`config.mk`:
```
export PLATFORM = sky130hd
export DESIGN_NAME = gpio_wb
export DESIGN_NICKNAME = d
export VERILOG_FILES = /design/src/rtl/gpio_wb_pkg.sv /design/src/rtl/sync_2ff.sv /design/src/rtl/gpio_wb.sv
export SDC_FILE = /design/constraint.sdc
export NUM_CORES = 1
export LEC_CHECK = 0
export ABC_CLOCK_PERIOD_IN_PS = 5200
export BUFFER_PORTS_ARGS = -buffer_cell sky130_fd_sc_hd__buf_2
export CAP_MARGIN = 20
export CORE_MARGIN = 5
export CORE_UTILIZATION = 40
export DETAILED_ROUTE_END_ITERATION = 10
export GPL_TIMING_DRIVEN = 0
export PLACE_DENSITY_LB_ADDON = 0.1
export REMOVE_ABC_BUFFERS = 1
export SLEW_MARGIN = 20
export SYNTH_ARGS = -nofsm -noshare
export SYNTH_HDL_FRONTEND = slang
export SYNTH_SLANG_ARGS = --single-unit
```
`constraint.sdc`:
```
create_clock -name clk_i -period 5.2 [get_ports clk_i]
set_clock_uncertainty 0.1 [all_clocks]
set_input_delay 1.56 -clock clk_i [delete_from_list [all_inputs] [get_ports clk_i]]
set_output_delay 1.56 -clock clk_i [all_outputs]
set_load 0.01 [all_outputs]
```
`src/rtl/gpio_wb_pkg.sv`:
```
// Shared constants for the GPIO Wishbone slave: register offsets, bus FSM states
// and the window alignment width.
package gpio_wb_pkg;

    localparam int WIN_LSB = 5;   // address bits below this select within the 32-byte window

    localparam logic [2:0] REG_OUT   = 3'd0;
    localparam logic [2:0] REG_IN    = 3'd1;
    localparam logic [2:0] REG_DIR   = 3'd2;
    localparam logic [2:0] REG_IEN   = 3'd3;
    localparam logic [2:0] REG_ISTAT = 3'd4;

    typedef enum logic {
        ST_IDLE = 1'b0,
        ST_ACK  = 1'b1
    } state_t;

    function automatic logic [31:0] lane_mask(input logic [3:0] sel);
        return {{8{sel[3]}}, {8{sel[2]}}, {8{sel[1]}}, {8{sel[0]}}};
    endfunction

endpackage

```
`src/rtl/sync_2ff.sv`:
```
// Two-flop synchronizer for asynchronous inputs; 2-cycle latency, no backpressure.
module sync_2ff #(
    parameter int WIDTH = 1
) (
    input  logic             clk_i,
    input  logic             rst_ni,
    input  logic [WIDTH-1:0] d_i,
    output logic [WIDTH-1:0] q_o
);

    logic [WIDTH-1:0] meta_q;
    logic [WIDTH-1:0] sync_q;

    always_ff @(posedge clk_i or negedge rst_ni) begin
        if (!rst_ni) begin
            meta_q <= '0;
            sync_q <= '0;
        end else begin
            meta_q <= d_i;
            sync_q <= meta_q;
        end
    end

    assign q_o = sync_q;

endmodule

```
`src/rtl/gpio_wb.sv`:
```
// GPIO block behind a Wishbone classic slave with rising-edge interrupts.
// Every hit acks one cycle later for exactly one cycle; no wait states, no stalls.
module gpio_wb
    import gpio_wb_pkg::*;
#(
    parameter logic [31:0] BASE_ADDR = 32'h0000_0800,
    parameter int          NCH       = 8
) (
    input  logic           clk_i,
    input  logic           rst_ni,
    input  logic [31:0]    dat_i,
    output logic [31:0]    dat_o,
    input  logic [31:0]    adr_i,
    input  logic           we_i,
    input  logic [3:0]     sel_i,
    input  logic           cyc_i,
    input  logic           stb_i,
    output logic           ack_o,
    input  logic [NCH-1:0] gpio_i,
    output logic [NCH-1:0] gpio_o,
    output logic [NCH-1:0] gpio_oe_o,
    output logic           irq_o
);

    state_t           state_q;
    logic             ack_q;
    logic             irq_q;
    logic [31:0]      dat_q;
    logic [NCH-1:0]   out_q,   out_d;
    logic [NCH-1:0]   dir_q,   dir_d;
    logic [NCH-1:0]   ien_q,   ien_d;
    logic [NCH-1:0]   istat_q, istat_d;
    logic [NCH-1:0]   prev_q;
    logic [NCH-1:0]   in_sync;
    logic [NCH-1:0]   rise;
    logic [NCH-1:0]   wm;
    logic [NCH-1:0]   wd;
    logic [NCH-1:0]   clr;
    logic [31:0]      lane_m;
    logic [31:0]      rdata;
    logic [2:0]       reg_sel;
    logic             hit;
    logic             take;
    logic             wr_en;
    logic             unused_bits;

    sync_2ff #(.WIDTH(NCH)) u_sync (
        .clk_i  (clk_i),
        .rst_ni (rst_ni),
        .d_i    (gpio_i),
        .q_o    (in_sync)
    );

    assign hit     = cyc_i & stb_i & (adr_i[31:WIN_LSB] == BASE_ADDR[31:WIN_LSB]);
    assign take    = hit & (state_q == ST_IDLE);
    assign wr_en   = take & we_i;
    assign reg_sel = adr_i[4:2];
    assign lane_m  = lane_mask(sel_i);
    assign wm      = lane_m[NCH-1:0];
    assign wd      = dat_i[NCH-1:0];
    assign rise    = in_sync & ~prev_q & ien_q;

    assign unused_bits = ^{adr_i[1:0], dat_i, lane_m};

    // A rising edge in the same cycle as a W1C keeps the status bit set.
    always_comb begin
        out_d   = out_q;
        dir_d   = dir_q;
        ien_d   = ien_q;
        clr     = '0;
        if (wr_en) begin
            case (reg_sel)
                REG_OUT:   out_d = (out_q & ~wm) | (wd & wm);
                REG_DIR:   dir_d = (dir_q & ~wm) | (wd & wm);
                REG_IEN:   ien_d = (ien_q & ~wm) | (wd & wm);
                REG_ISTAT: clr   = wd & wm;
                default:   clr   = '0;
            endcase
        end
        istat_d = (istat_q & ~clr) | rise;
    end

    always_comb begin
        rdata = '0;
        case (reg_sel)
            REG_OUT:   rdata[NCH-1:0] = out_q;
            REG_IN:    rdata[NCH-1:0] = in_sync;
            REG_DIR:   rdata[NCH-1:0] = dir_q;
            REG_IEN:   rdata[NCH-1:0] = ien_q;
            REG_ISTAT: rdata[NCH-1:0] = istat_q;
            default:   rdata          = '0;
        endcase
    end

    always_ff @(posedge clk_i or negedge rst_ni) begin
        if (!rst_ni) begin
            state_q <= ST_IDLE;
            ack_q   <= 1'b0;
            dat_q   <= '0;
        end else begin
            case (state_q)
                ST_IDLE: begin
                    if (hit) begin
                        state_q <= ST_ACK;
                        ack_q   <= 1'b1;
                        if (!we_i) dat_q <= rdata;
                    end
                end
                ST_ACK: begin
                    state_q <= ST_IDLE;
                    ack_q   <= 1'b0;
                end
                default: begin
                    state_q <= ST_IDLE;
                    ack_q   <= 1'b0;
                end
            endcase
        end
    end

    always_ff @(posedge clk_i or negedge rst_ni) begin
        if (!rst_ni) begin
            out_q   <= '0;
            dir_q   <= '0;
            ien_q   <= '0;
            istat_q <= '0;
            prev_q  <= '0;
            irq_q   <= 1'b0;
        end else begin
            out_q   <= out_d;
            dir_q   <= dir_d;
            ien_q   <= ien_d;
            istat_q <= istat_d;
            prev_q  <= in_sync;
            irq_q   <= |(istat_q & ien_q);
        end
    end

    assign dat_o     = dat_q;
    assign ack_o     = ack_q;
    assign irq_o     = irq_q;
    assign gpio_o    = out_q;
    assign gpio_oe_o = dir_q;

endmodule

```
==> results of run 1 <==
[critical path, cell delays in order]
cell     delay [ns]
buf_2          0.10
nor4_1         0.35
nand4_2        0.53
nor3_2         0.92
mux2_2         0.41
[logic make-up (layout without fill, tap and decap cells)]
family	Yosys count	in the layout	share of synthesized area (%)
other cells	1	24	0.1273
simple gates	39	39	9.639
mux	40	40	15.29
compound gates	45	45	10.28
buf+inv	37	96	7.771
flops	67	67	56.90
[cell type report]
| cell class | instances | share of cell area, % |
|---|---|---|
| Clock inverter | 3 | 1.129 |
| Sequential cell | 67 | 47.27 |
| Tap cell | 99 | 3.492 |
| Multi-Input combinational cell | 148 | 31.96 |
| Inverter | 3 | 0.3175 |
| Timing Repair Buffer | 79 | 11.85 |
| Clock buffer | 11 | 3.986 |
[layer usage]
layer	wire length, um	share of wire [%]	vias up	GRT usage, %
met5	0	0	-	0
met4	68	0.96	0	4.621
met3	744	11	7	6.255
met2	3233	46	97	25.19
met1	3015	43	1057	21.13
li1	-	-	956	-
[synthesized netlist by cell type (2+ instances only)]
cell type / count
nand2_1: 9
nand3_1: 8
o22ai_1: 9
mux2_2: 40
nor4_4: 2
o31ai_1: 8
buf_4: 24
dfrtp_1: 67
clkbuf_1: 10
a22oi_1: 18
nor4_1: 6
inv_1: 3
o21ai_0: 8
nor2b_1: 2
nor2_1: 2
[worst min path at each step]
stage / to / startpoint / cells after the start
floorplan: u_sync.q_o[0]$_DFF_PN0_ / u_sync.meta_q[0]$_DFF_PN0_ / 0
global placement: u_sync.q_o[6]$_DFF_PN0_ / u_sync.meta_q[6]$_DFF_PN0_ / 0
detailed placement: u_sync.q_o[6]$_DFF_PN0_ / u_sync.meta_q[6]$_DFF_PN0_ / 0
CTS: u_sync.q_o[6]$_DFF_PN0_ / u_sync.meta_q[6]$_DFF_PN0_ / 0
global route: u_sync.q_o[7]$_DFF_PN0_ / u_sync.meta_q[7]$_DFF_PN0_ / 0
finish: u_sync.q_o[6]$_DFF_PN0_ / u_sync.meta_q[6]$_DFF_PN0_ / 0
[power groups by stage]
stage | combinational (uW) | clock, uW | sequential [uW]
floorplan | 20.3 | 0 | 543
global placement | 63.1 | 0 | 544
detailed placement | 67.0 | 0 | 544
CTS | 67.1 | 425 | 535
global route | 74.4 | 446 | 536
finish | 66.3 | 410 | 535
[per-stage QoR]
| step | hold slack, ns | utilization (%) | setup WS, ns | power [uW] |
|---|---|---|---|---|
| floorplan | 0.2312 | - | 1.727 | 563.3 |
| global placement | 0.2317 | 46.08 | 0.3362 | 607.5 |
| detailed placement | 0.2356 | 46.65 | 0.9969 | 611.4 |
| CTS | 0.2514 | 49.17 | 1.365 | 1027 |
| global route | 0.2594 | 49.17 | 1.237 | 1056 |
| finish | 0.2485 | 49.17 | 1.441 | 1011 |
[layout by cell type, fill, tap and decap left out, drive strengths merged]
| cell type | Yosys | routed |
|---|---|---|
| clkbuf | 10 | 11 |
| buf | 24 | 79 |
| nor4bb | 1 | 1 |
| a21oi | 1 | 1 |
| nand2 | 9 | 9 |
| nand4b | 2 | 2 |
| o21ai | 8 | 8 |
| nand3 | 8 | 8 |
| nor3 | 1 | 1 |
| a31oi | 1 | 1 |
| nor4b | 2 | 2 |
| dfrtp | 67 | 67 |
| and3 | 1 | 1 |
| nor2 | 2 | 2 |
| o22ai | 9 | 9 |
| inv | 3 | 3 |
| conb | 1 | 24 |
| clkinv | 0 | 2 |
| nand4 | 2 | 2 |
| mux2 | 40 | 40 |
| nor2b | 2 | 2 |
| nor4 | 8 | 8 |
| bufinv | 0 | 1 |
| and3b | 1 | 1 |
| a22oi | 18 | 18 |
| o31ai | 8 | 8 |
==> impl_metrics.prom, run 1 <==
# TYPE chip_impl_metric gauge
chip_impl_metric{name="coreArea",unit="um2"} 7214
chip_impl_metric{name="seqCellArea",unit="um2"} 1677
chip_impl_metric{name="peakVddDrop",unit="mV"} 0.1310
chip_impl_metric{name="synth_edf_count",unit=""} 0
chip_impl_metric{name="placement.io_buffers",unit=""} 77
chip_impl_info{name="grt_setup_unrepaired",value="no"} 1
chip_impl_info{name="critPathLaunch",value="adr_i[20]"} 1
chip_impl_metric{name="ant_nets",unit=""} 0
chip_impl_metric{name="nNetsFinal",unit=""} 389
chip_impl_metric{name="postCtsResizedCells",unit=""} 0
chip_impl_metric{name="intPower",unit="uW"} 781.9
chip_impl_metric{name="cts_num_sinks",unit=""} 67
chip_impl_info{name="synth.area.top_cells",value="dfrtp_1, mux2_2, buf_4, a22oi_1, o31ai_1"} 1
chip_impl_metric{name="synth_warnings",unit=""} 0
chip_impl_metric{name="power.net_switching",unit="uW"} 229.1
chip_impl_metric{name="floorplan.initialDensity",unit="%"} 40.84
chip_impl_metric{name="pwr-share-clk",unit="%"} 40.5
chip_impl_metric{name="area_growth_syn_to_layout",unit="%"} 20.38
chip_impl_metric{name="vias_in_the_first_global_route",unit=""} 2063
chip_impl_metric{name="hpwlAfterDp",unit="um"} 4788
chip_impl_metric{name="critical_path_arrival",unit="ns"} 3.89
chip_impl_metric{name="hold_viol_final",unit=""} 0
chip_impl_metric{name="dieHeight",unit="um"} 95.83
chip_impl_metric{name="grt_antenna_before_repair",unit=""} 0
chip_impl_info{name="critical_path.reg2reg.endpoint",value="dat_o[3]$_DFFE_PN0P_"} 1
chip_impl_info{name="timing.critical_path.to_type",value="register"} 1
chip_impl_metric{name="fp.dieArea",unit="um2"} 9182
chip_impl_metric{name="critical_path.max_fanout",unit=""} 14
chip_impl_metric{name="fin_crit_sh",unit="%"} 72.28
chip_impl_info{name="clk_root_buffer_cell",value="clkbuf_8"} 1
chip_impl_metric{name="share_comb_of_total_power",unit="%"} 6.6
chip_impl_metric{name="synth_largest_type_area_fraction",unit="%"} 56.90
chip_impl_metric{name="layout-drive-gt1-share",unit="%"} 44.69
chip_impl_metric{name="worstRegToRegCells",unit=""} 4
chip_impl_metric{name="clkTransAtPathRegs",unit="ns"} 0.07
chip_impl_metric{name="postSynthRegisterBits",unit=""} 67
chip_impl_metric{name="post_synth_instance_area",unit="um2"} 2947
chip_impl_info{name="tritoncts",value="yes"} 1
chip_impl_info{name="setup.worst_path.end",value="dat_o[3]$_DFFE_PN0P_"} 1
chip_impl_metric{name="power_leakage",unit="uW"} 0.001751
chip_impl_metric{name="ys_types",unit=""} 28
chip_impl_metric{name="num_antenna_cells",unit=""} 0
chip_impl_metric{name="synthesized_area_divided_by_synthesized_cell_count",unit="um2"} 12.87
chip_impl_info{name="yosys_most_used_dff",value="dfrtp_1"} 1
chip_impl_metric{name="dpl-instance-area",unit="um2"} 3366
chip_impl_info{name="start_to_end_type_of_the_worst_setup_path",value="in -> reg"} 1
chip_impl_metric{name="grt_start_max_net_pins",unit=""} 50
chip_impl_metric{name="post_cts.repair.setup_buffers",unit=""} 0
chip_impl_metric{name="firstDrtPassIters",unit=""} 4
chip_impl_metric{name="wl_per_instance",unit="um"} 17.22
chip_impl_metric{name="fmax",unit="MHz"} 266.1
chip_impl_info{name="critical_path.startpoint_type",value="primary input"} 1
chip_impl_metric{name="vias",unit=""} 2117
chip_impl_metric{name="timing.final.crit_period",unit="ns"} 3.759
chip_impl_metric{name="netSwitchingFraction",unit="%"} 22.66
chip_impl_metric{name="timing.max_slew.rel_slack",unit="%"} 39.47
chip_impl_metric{name="synthCells",unit=""} 229
chip_impl_metric{name="multi_input_comb_area",unit="um2"} 1134
chip_impl_metric{name="setup.reg_to_reg.worst_slack",unit="ns"} 2.36
chip_impl_metric{name="final-max-slew-violation-count",unit=""} 0
chip_impl_metric{name="final.setup.tns",unit="ns"} 0
chip_impl_metric{name="hold_buffers",unit=""} 0
chip_impl_metric{name="overflow",unit=""} 0
chip_impl_metric{name="power_per_cell_area",unit="nW/um2"} 285.0
chip_impl_metric{name="post-place-cells",unit=""} 396
chip_impl_metric{name="clock_tree.buffer_depth",unit=""} 2
chip_impl_metric{name="synth-seq-area-share",unit="%"} 56.90
chip_impl_metric{name="htreeDepth",unit=""} 3
chip_impl_metric{name="chipWidth",unit="um"} 95.83
chip_impl_metric{name="clock_insertion_delay_worst_skew",unit="ns"} 0.34
chip_impl_metric{name="gp_congestion",unit=""} 0.7881
chip_impl_metric{name="setup_viol",unit=""} 0
chip_impl_info{name="synthDominantAreaCellType",value="dfrtp_1"} 1
chip_impl_metric{name="drcViolationCount",unit=""} 0
chip_impl_metric{name="io-pin-count",unit=""} 131
chip_impl_metric{name="final.fill_count",unit=""} 701
chip_impl_metric{name="global_route_wire_length_before_repair",unit="um"} 10820
chip_impl_metric{name="grt_usage",unit="%"} 16.23
chip_impl_info{name="r2r_start",value="state_q$_DFF_PN0_"} 1
chip_impl_metric{name="totalWireLength",unit="um"} 7062
chip_impl_metric{name="max_cap_violations",unit=""} 0
chip_impl_info{name="hold_path_class",value="reg -> reg"} 1
chip_impl_metric{name="ys_async_sr_fraction",unit="%"} 100.0
chip_impl_metric{name="finalInstanceArea",unit="um2"} 3547
chip_impl_metric{name="detail_route.iter0.violations",unit=""} 76
chip_impl_metric{name="placement_rows",unit=""} 31
chip_impl_metric{name="sequentialPowerShare",unit="%"} 52.9
chip_impl_metric{name="timing.critical_path.required",unit="ns"} 5.33
chip_impl_info{name="run_status",value="finished clean"} 1
chip_impl_metric{name="timing_worst_slew_pin_value",unit="ns"} 0.9030
chip_impl_metric{name="layoutNonFillerInstCount",unit=""} 410
chip_impl_metric{name="cts_buffers",unit=""} 9
chip_impl_metric{name="post_drt_via_cell_ratio",unit=""} 5.163
No activity file was read; power rests on OpenSTA's default activity.
==> run 2, diff against run 1 <==
--- a/config.mk
+++ b/config.mk
@@ -5,7 +5,8 @@
 export SDC_FILE = /design/constraint.sdc
 export NUM_CORES = 1
 export LEC_CHECK = 0
-export ABC_CLOCK_PERIOD_IN_PS = 5200
+export ABC_AREA = 1
+export ABC_CLOCK_PERIOD_IN_PS = 3500
 export BUFFER_PORTS_ARGS = -buffer_cell sky130_fd_sc_hd__buf_2
 export CAP_MARGIN = 20
 export CORE_MARGIN = 5
==> constraint.sdc (replaced) <==
create_clock -name clk_i -period 3.5 [get_ports clk_i]
set_clock_uncertainty 0.1 [all_clocks]
set_input_delay 1.05 -clock clk_i [delete_from_list [all_inputs] [get_ports clk_i]]
set_output_delay 1.05 -clock clk_i [all_outputs]
set_load 0.01 [all_outputs]
==> impl_metrics.prom, run 2 <==
# TYPE chip_impl_metric gauge
chip_impl_metric{name="pwr-share-clk",unit="%"} 38.7
chip_impl_metric{name="worst_hold_path.num_cells",unit=""} 0
chip_impl_metric{name="post_drt_via_cell_ratio",unit=""} 5.002
chip_impl_metric{name="cts_num_sinks",unit=""} 67
chip_impl_metric{name="totalWireLength",unit="um"} 8957
chip_impl_metric{name="detailroute.wirelength.met3",unit="um"} 661
chip_impl_metric{name="met1_length",unit="um"} 4103
chip_impl_metric{name="layoutNonFillerInstCount",unit=""} 596
chip_impl_info{name="synthDominantAreaCellType",value="dfrtp_1"} 1
chip_impl_metric{name="fp.dieArea",unit="um2"} 10510
chip_impl_metric{name="placement_rows",unit=""} 33
chip_impl_info{name="crit_slowest_cell",value="nor2_4"} 1
chip_impl_info{name="hold_path_class",value="reg -> reg"} 1
chip_impl_metric{name="grt_start_max_net_pins",unit=""} 50
chip_impl_metric{name="coreArea",unit="um2"} 8299
chip_impl_metric{name="firstDrtPassIters",unit=""} 4
chip_impl_info{name="yosysMostFrequentCell",value="nand2_1"} 1
chip_impl_metric{name="grt_usage",unit="%"} 17.80
chip_impl_metric{name="synth-seq-area-share",unit="%"} 48.96
chip_impl_metric{name="synthCells",unit=""} 413
chip_impl_metric{name="share_comb_of_total_power",unit="%"} 9.2
chip_impl_metric{name="post-route-worst-setup-slack",unit="ns"} 0.7889
chip_impl_info{name="grt_setup_unrepaired",value="no"} 1
chip_impl_info{name="critPathLaunch",value="adr_i[5]"} 1
chip_impl_metric{name="hold_buffers",unit=""} 0
chip_impl_metric{name="max_cap_violations",unit=""} 0
chip_impl_metric{name="post_synth_instance_area",unit="um2"} 3425
chip_impl_metric{name="floorplan.initialDensity",unit="%"} 41.26
chip_impl_info{name="worstPathCellList",value="buf_2 -> nor2_1 -> nand3_1 -> nor2_1 -> nand2_1 -> nor2_4 -> nand3_4 -> nand2_1 -> nand2_1"} 1
chip_impl_metric{name="post_cts.repair.setup_buffers",unit=""} 0
chip_impl_metric{name="final.setup.tns",unit="ns"} 0
chip_impl_metric{name="layout-drive-gt1-share",unit="%"} 22.40
chip_impl_metric{name="drcViolationCount",unit=""} 0
chip_impl_metric{name="power_leakage",unit="uW"} 0.002142
chip_impl_info{name="commonest_cells_after_routing_fill_and_taps_aside",value="nand2_1, buf_2, dfrtp_1"} 1
chip_impl_metric{name="timing_worst_slew_pin_value",unit="ns"} 1.016
chip_impl_metric{name="detail_route.iter0.violations",unit=""} 185
chip_impl_info{name="synth.area.top_cells",value="dfrtp_1, nand2_1, nand4_1, buf_4, nor2_1"} 1
chip_impl_info{name="run_status",value="finished clean"} 1
chip_impl_metric{name="htreeDepth",unit=""} 3
chip_impl_metric{name="synth_largest_type_area_fraction",unit="%"} 48.96
chip_impl_metric{name="clock_tree.buffer_depth",unit=""} 2
chip_impl_metric{name="peakVddDrop",unit="mV"} 0.2337
chip_impl_info{name="r2r_start",value="state_q$_DFF_PN0_"} 1
chip_impl_metric{name="netSwitchingFraction",unit="%"} 25.37
chip_impl_metric{name="intPower",unit="uW"} 1137
chip_impl_metric{name="wl_per_instance",unit="um"} 15.03
chip_impl_metric{name="clock_insertion_delay_worst_skew",unit="ns"} 0.34
chip_impl_metric{name="synth_edf_count",unit=""} 0
chip_impl_metric{name="final-max-slew-violation-count",unit=""} 0
chip_impl_metric{name="dieHeight",unit="um"} 102.5
chip_impl_metric{name="critical_path.n_buffers_inverters",unit=""} 1
chip_impl_info{name="yosys_most_used_dff",value="dfrtp_1"} 1
chip_impl_metric{name="io-pin-count",unit=""} 131
chip_impl_metric{name="hold_viol_final",unit=""} 0
chip_impl_metric{name="critical_path_cell_count",unit=""} 9
chip_impl_metric{name="sequentialPowerShare",unit="%"} 52.1
chip_impl_info{name="yosys-top-cells-count",value="nand2_1, dfrtp_1, nor2_1"} 1
chip_impl_metric{name="placement.io_buffers",unit=""} 77
chip_impl_metric{name="ant_nets",unit=""} 0
chip_impl_metric{name="cts_buffers",unit=""} 9
chip_impl_metric{name="gp_congestion",unit=""} 0.7831
chip_impl_metric{name="setup_viol",unit=""} 0
chip_impl_metric{name="clkTransAtPathRegs",unit="ns"} 0.07
chip_impl_metric{name="synthesized_area_divided_by_synthesized_cell_count",unit="um2"} 8.292
chip_impl_info{name="highest-signal-layer",value="met4"} 1
chip_impl_info{name="tritoncts",value="yes"} 1
chip_impl_metric{name="vias",unit=""} 2981
chip_impl_metric{name="power.net_switching",unit="uW"} 386.5
chip_impl_metric{name="postCtsResizedCells",unit=""} 0
chip_impl_info{name="timing.critical_path.to_type",value="register"} 1
chip_impl_metric{name="overflow",unit=""} 0
chip_impl_metric{name="critical_path_arrival",unit="ns"} 2.84
chip_impl_metric{name="vias_in_the_first_global_route",unit=""} 2673
chip_impl_metric{name="fin_crit_sh",unit="%"} 77.46
chip_impl_metric{name="global_route_wire_length_before_repair",unit="um"} 14240
chip_impl_metric{name="post-place-cells",unit=""} 581
chip_impl_info{name="critPathMostFrequentCell",value="nand2_1"} 1
chip_impl_info{name="start_to_end_type_of_the_worst_setup_path",value="in -> reg"} 1
chip_impl_metric{name="timing.final.crit_period",unit="ns"} 2.711
chip_impl_metric{name="nNetsFinal",unit=""} 568
chip_impl_metric{name="grt_antenna_before_repair",unit=""} 0
chip_impl_metric{name="power_per_cell_area",unit="nW/um2"} 385.0
chip_impl_metric{name="num_antenna_cells",unit=""} 0
chip_impl_info{name="mostFrequentLayoutCell",value="nand2_1"} 1
chip_impl_info{name="clk_root_buffer_cell",value="clkbuf_8"} 1
chip_impl_metric{name="fmax",unit="MHz"} 368.9
chip_impl_metric{name="area_growth_syn_to_layout",unit="%"} 15.56
chip_impl_metric{name="chipWidth",unit="um"} 102.5
chip_impl_metric{name="worstRegToRegCells",unit=""} 8
chip_impl_metric{name="synth_warnings",unit=""} 0
chip_impl_metric{name="postSynthRegisterBits",unit=""} 67
chip_impl_metric{name="timing.critical_path.required",unit="ns"} 3.62
chip_impl_metric{name="ys_types",unit=""} 26
chip_impl_metric{name="hpwlAfterDp",unit="um"} 6329
chip_impl_metric{name="timing.max_slew.rel_slack",unit="%"} 32.11
chip_impl_info{name="critical-path-top-delay-family",value="simple AND/OR/NAND/NOR gates"} 1
chip_impl_metric{name="worst_setup_slack_before_clock_tree_synthesis",unit="ns"} 0.3984
chip_impl_metric{name="critical_path.max_stage_delay",unit="ns"} 0.77
chip_impl_metric{name="setup.reg_to_reg.worst_slack",unit="ns"} 1.26
chip_impl_metric{name="ys_async_sr_fraction",unit="%"} 100.0
chip_impl_metric{name="critical_path.max_fanout",unit=""} 39
chip_impl_info{name="critical_path.startpoint_type",value="primary input"} 1
chip_impl_metric{name="routed-wl-met2",unit="um"} 4138
[run 2: cell count changes in the layout (fill, tap and decap cells not counted), moves of 15 or more]
cell | before | now
nor2_1 | 2 | 48
inv_1 | 3 | 18
mux2_2 | 40 | 0
nand4_1 | 1 | 40
nand2_1 | 9 | 139
a22oi_1 | 18 | 0
nand3_1 | 8 | 32
[run 2: cells by family (layout without fill, tap and decap cells)]
logic type	after synthesis	after routing	share of synthesized area (%)
flip-flops	67	67	48.96
AND/OR/NAND/NOR	279	279	39.24
buffers and inverters	61	116	10.67
other	1	24	0.1095
AO/OA/AOI/OAI	5	5	1.023
[run 2: through the flow]
| stage | area [um2] | power [uW] | hold slack, ns | utilization, % |
|---|---|---|---|---|
| final | 3958 | 1524 | 0.2495 | 47.69 |
| after CTS | 3958 | 1543 | 0.2527 | 47.69 |
| after floorplan | 3232 | 859.1 | 0.2312 | - |
| after detailed placement | 3779 | 947.9 | 0.2358 | 45.53 |
| after global routing | 3958 | 1593 | 0.2548 | 47.69 |
| after global placement | 3749 | 942.6 | 0.2330 | 45.17 |
[run 2: metal layers]
layer  vias to the layer above  global-route usage (%)
li1                       1455                       -
met1                      1412                   25.80
met2                       109                   26.91
met3                         5                   4.601
met4                         0                   3.935
met5                         -                       0
[run 2: layout make-up]
cell class	count	area, um2
Tap cell	105	131.4
Fill cell	834	4342
Clock inverter	2	10.01
Sequential cell	67	1677
Multi-Input combinational cell	308	1469
Timing Repair Buffer	78	415.4
Clock buffer	13	168.9
Inverter	23	86.33
[run 2: worst min-delay path by stage]
stage | from | endpoint | slack [ns]
floorplan | u_sync.meta_q[0]$_DFF_PN0_ | u_sync.q_o[0]$_DFF_PN0_ | 0.23
global placement | u_sync.meta_q[2]$_DFF_PN0_ | u_sync.q_o[2]$_DFF_PN0_ | 0.23
detailed placement | u_sync.meta_q[0]$_DFF_PN0_ | u_sync.q_o[0]$_DFF_PN0_ | 0.24
CTS | u_sync.meta_q[0]$_DFF_PN0_ | u_sync.q_o[0]$_DFF_PN0_ | 0.25
global route | u_sync.meta_q[1]$_DFF_PN0_ | u_sync.q_o[1]$_DFF_PN0_ | 0.25
finish | u_sync.meta_q[0]$_DFF_PN0_ | u_sync.q_o[0]$_DFF_PN0_ | 0.25
[run 2: power by group through the flow]
stage / sequential, uW / clock, uW / combinational, uW
6_report: 794 / 590 / 140
4_1_cts: 794 / 609 / 139
5_1_grt: 795 / 641 / 157
3_3_place_gp: 809 / 0 / 134
3_5_place_dp: 809 / 0 / 139
2_1_floorplan: 807 / 0 / 52.4
==> run 3, diff against run 2 <==
--- a/config.mk
+++ b/config.mk
@@ -5,8 +5,8 @@
 export SDC_FILE = /design/constraint.sdc
 export NUM_CORES = 1
 export LEC_CHECK = 0
-export ABC_AREA = 1
-export ABC_CLOCK_PERIOD_IN_PS = 3500
+export ABC_AREA = 0
+export ABC_CLOCK_PERIOD_IN_PS = 2400
 export BUFFER_PORTS_ARGS = -buffer_cell sky130_fd_sc_hd__buf_2
 export CAP_MARGIN = 20
 export CORE_MARGIN = 5
==> constraint.sdc (replaced) <==
create_clock -name clk_i -period 2.4 [get_ports clk_i]
set_clock_uncertainty 0.1 [all_clocks]
set_input_delay 0.72 -clock clk_i [delete_from_list [all_inputs] [get_ports clk_i]]
set_output_delay 0.72 -clock clk_i [all_outputs]
set_load 0.01 [all_outputs]
==> impl_metrics.prom, run 3 (synthesis results as in run 1) <==
# TYPE chip_impl_metric gauge
chip_impl_info{name="run_status",value="finished clean"} 1
chip_impl_metric{name="seqCellArea",unit="um2"} 1677
chip_impl_metric{name="vias_in_the_first_global_route",unit=""} 2117
chip_impl_metric{name="layoutNonFillerInstCount",unit=""} 429
chip_impl_metric{name="floorplan.initialDensity",unit="%"} 40.84
chip_impl_metric{name="ant_nets",unit=""} 0
chip_impl_metric{name="num_antenna_cells",unit=""} 0
chip_impl_metric{name="chipWidth",unit="um"} 95.83
chip_impl_metric{name="drcViolationCount",unit=""} 0
chip_impl_info{name="timing.critical_path.to_type",value="register"} 1
chip_impl_metric{name="placement_rows",unit=""} 31
chip_impl_metric{name="hpwlAfterDp",unit="um"} 4788
chip_impl_metric{name="clock_tree.buffer_depth",unit=""} 2
chip_impl_metric{name="critical_path.max_stage_delay",unit="ns"} 0.41
chip_impl_metric{name="gp_congestion",unit=""} 0.7881
chip_impl_metric{name="hold_buffers",unit=""} 0
chip_impl_metric{name="final_util",unit="%"} 52.20
chip_impl_info{name="mostFrequentLayoutCell",value="buf_2"} 1
chip_impl_metric{name="setup.reg_to_reg.worst_slack",unit="ns"} 0.21
chip_impl_info{name="hold_path_class",value="in -> async"} 1
chip_impl_metric{name="cts_buffers",unit=""} 9
chip_impl_metric{name="cts_num_sinks",unit=""} 67
chip_impl_metric{name="finalInstanceArea",unit="um2"} 3766
chip_impl_metric{name="detail_route.iter0.violations",unit=""} 90
chip_impl_metric{name="critical_path.n_buffers_inverters",unit=""} 3
chip_impl_metric{name="final-max-slew-violation-count",unit=""} 0
chip_impl_metric{name="setup_viol",unit=""} 0
chip_impl_metric{name="power_leakage",unit="uW"} 0.001885
chip_impl_metric{name="io-pin-count",unit=""} 131
chip_impl_metric{name="max_cap_violations",unit=""} 0
chip_impl_metric{name="critical_path.max_fanout",unit=""} 16
chip_impl_metric{name="hold_viol_final",unit=""} 0
chip_impl_metric{name="final.setup.tns",unit="ns"} 0
chip_impl_metric{name="power_per_cell_area",unit="nW/um2"} 586.2
chip_impl_metric{name="peakVddDrop",unit="mV"} 0.2839
chip_impl_info{name="grt_setup_unrepaired",value="no"} 1
chip_impl_metric{name="area_growth_syn_to_layout",unit="%"} 27.81
chip_impl_metric{name="fin_crit_sh",unit="%"} 96.46
chip_impl_metric{name="dieHeight",unit="um"} 95.83
chip_impl_metric{name="fmax",unit="MHz"} 432.0
chip_impl_metric{name="clkTransAtPathRegs",unit="ns"} 0.07
chip_impl_metric{name="post_drt_via_cell_ratio",unit=""} 5.131
chip_impl_metric{name="timing.hold.ws",unit="ns"} 0.1509
chip_impl_info{name="tritoncts",value="yes"} 1
chip_impl_metric{name="critical_path_arrival",unit="ns"} 2.45
chip_impl_metric{name="grt_usage",unit="%"} 16.61
chip_impl_metric{name="htreeDepth",unit=""} 3
chip_impl_info{name="start_to_end_type_of_the_worst_setup_path",value="in -> reg"} 1
chip_impl_metric{name="multi_input_comb_area",unit="um2"} 1210
chip_impl_info{name="crit_slowest_cell",value="nor4bb_4"} 1
chip_impl_metric{name="timing.final.crit_period",unit="ns"} 2.315
chip_impl_metric{name="firstDrtPassIters",unit=""} 4
chip_impl_info{name="r2r_start",value="state_q$_DFF_PN0_"} 1
chip_impl_metric{name="fp.dieArea",unit="um2"} 9182
chip_impl_metric{name="placement.io_buffers",unit=""} 77
chip_impl_info{name="critical-path-top-delay-family",value="buffers and inverters"} 1
chip_impl_metric{name="worstRegToRegCells",unit=""} 5
chip_impl_metric{name="timing.max_slew.rel_slack",unit="%"} 52.23
chip_impl_metric{name="grt_start_max_net_pins",unit=""} 50
chip_impl_info{name="commonest_cells_after_routing_fill_and_taps_aside",value="buf_2, dfrtp_1, mux2_2"} 1
chip_impl_info{name="clk_root_buffer_cell",value="clkbuf_8"} 1
chip_impl_metric{name="nNetsFinal",unit=""} 408
chip_impl_metric{name="coreArea",unit="um2"} 7214
chip_impl_info{name="critPathMostFrequentCell",value="buf_2"} 1
chip_impl_metric{name="vias",unit=""} 2201
chip_impl_metric{name="post-place-cells",unit=""} 396
chip_impl_metric{name="dpl-instance-area",unit="um2"} 3366
chip_impl_metric{name="wl_per_instance",unit="um"} 17.26
chip_impl_metric{name="global_route_wire_length_before_repair",unit="um"} 11100
chip_impl_info{name="critical_path.startpoint_type",value="primary input"} 1
chip_impl_metric{name="timing_worst_slew_pin_value",unit="ns"} 0.7139
chip_impl_info{name="critPathLaunch",value="adr_i[2]"} 1
chip_impl_metric{name="final.fill_count",unit=""} 678
chip_impl_info{name="worstPathCellList",value="buf_2 -> nor4bb_4 -> buf_2 -> nor4b_4 -> buf_4 -> mux2_2"} 1
chip_impl_metric{name="layout-drive-gt1-share",unit="%"} 50.00
chip_impl_metric{name="grt_antenna_before_repair",unit=""} 0
chip_impl_metric{name="timing.critical_path.required",unit="ns"} 2.53
chip_impl_metric{name="overflow",unit=""} 0
chip_impl_metric{name="totalWireLength",unit="um"} 7406
chip_impl_metric{name="clock_insertion_delay_worst_skew",unit="ns"} 0.34
-- run 3: cell types whose count changed in the layout (fill, tap and decap cells not counted), sizes merged, moves of 7 or more --
cell | before | now
mux2 | 0 | 40
o31ai | 0 | 8
buf | 78 | 98
o22ai | 0 | 9
inv | 22 | 3
nand3 | 36 | 8
nand2 | 141 | 9
nand4 | 40 | 2
nor2 | 54 | 2
a22oi | 0 | 18
nor4 | 1 | 8
-- run 3: worst max-delay path by stage --
stage / end / slack [ns] / cells past startpoint
after global placement: register / -1.62 / 4
after global routing: register / 0.03 / 6
after floorplan: register / -0.23 / 3
after CTS: register / 0.04 / 6
after detailed placement: register / -0.96 / 5
final: register / 0.09 / 6
-- run 3: routing by layer --
metal,routed length [um],up-vias,part of all wire [%],global-route usage [%]
met5,0,-,0,0
met4,70,0,0.95,4.621
met3,693,8,9.4,6.255
met2,3420,89,46,25.36
met1,3221,1110,43,22.14
li1,-,994,-,-
-- run 3: where the power goes --
part           switching [uW]  internal [uW]
registers                8.92           1150
clock network             400            493
logic                    99.7           56.4
total                     508           1700
-- run 3: area by class of cell --
type,count,share of cell area [%]
clock buffer,11,3.754
clock inverter,3,1.063
inverter,3,0.2990
multi-input combinational,148,32.13
sequential,67,44.52
tap,99,3.289
timing repair buffer,98,14.95
-- run 3: per-stage QoR --
stage / power (uW) / worst slack (ns)
finish: 2208 / 0.08504
global route: 2299 / 0.02682
CTS: 2229 / 0.03786
detailed placement: 1325 / -0.9631
global placement: 1316 / -1.624
floorplan: 1221 / -0.2335
-- run 3: repair_timing --
action                                  in CTS  in global routing
endpoints found under the setup margin      32                 29
pin swaps                                    4                  2
resized for setup                            4                  7
setup buffers                               16                  3
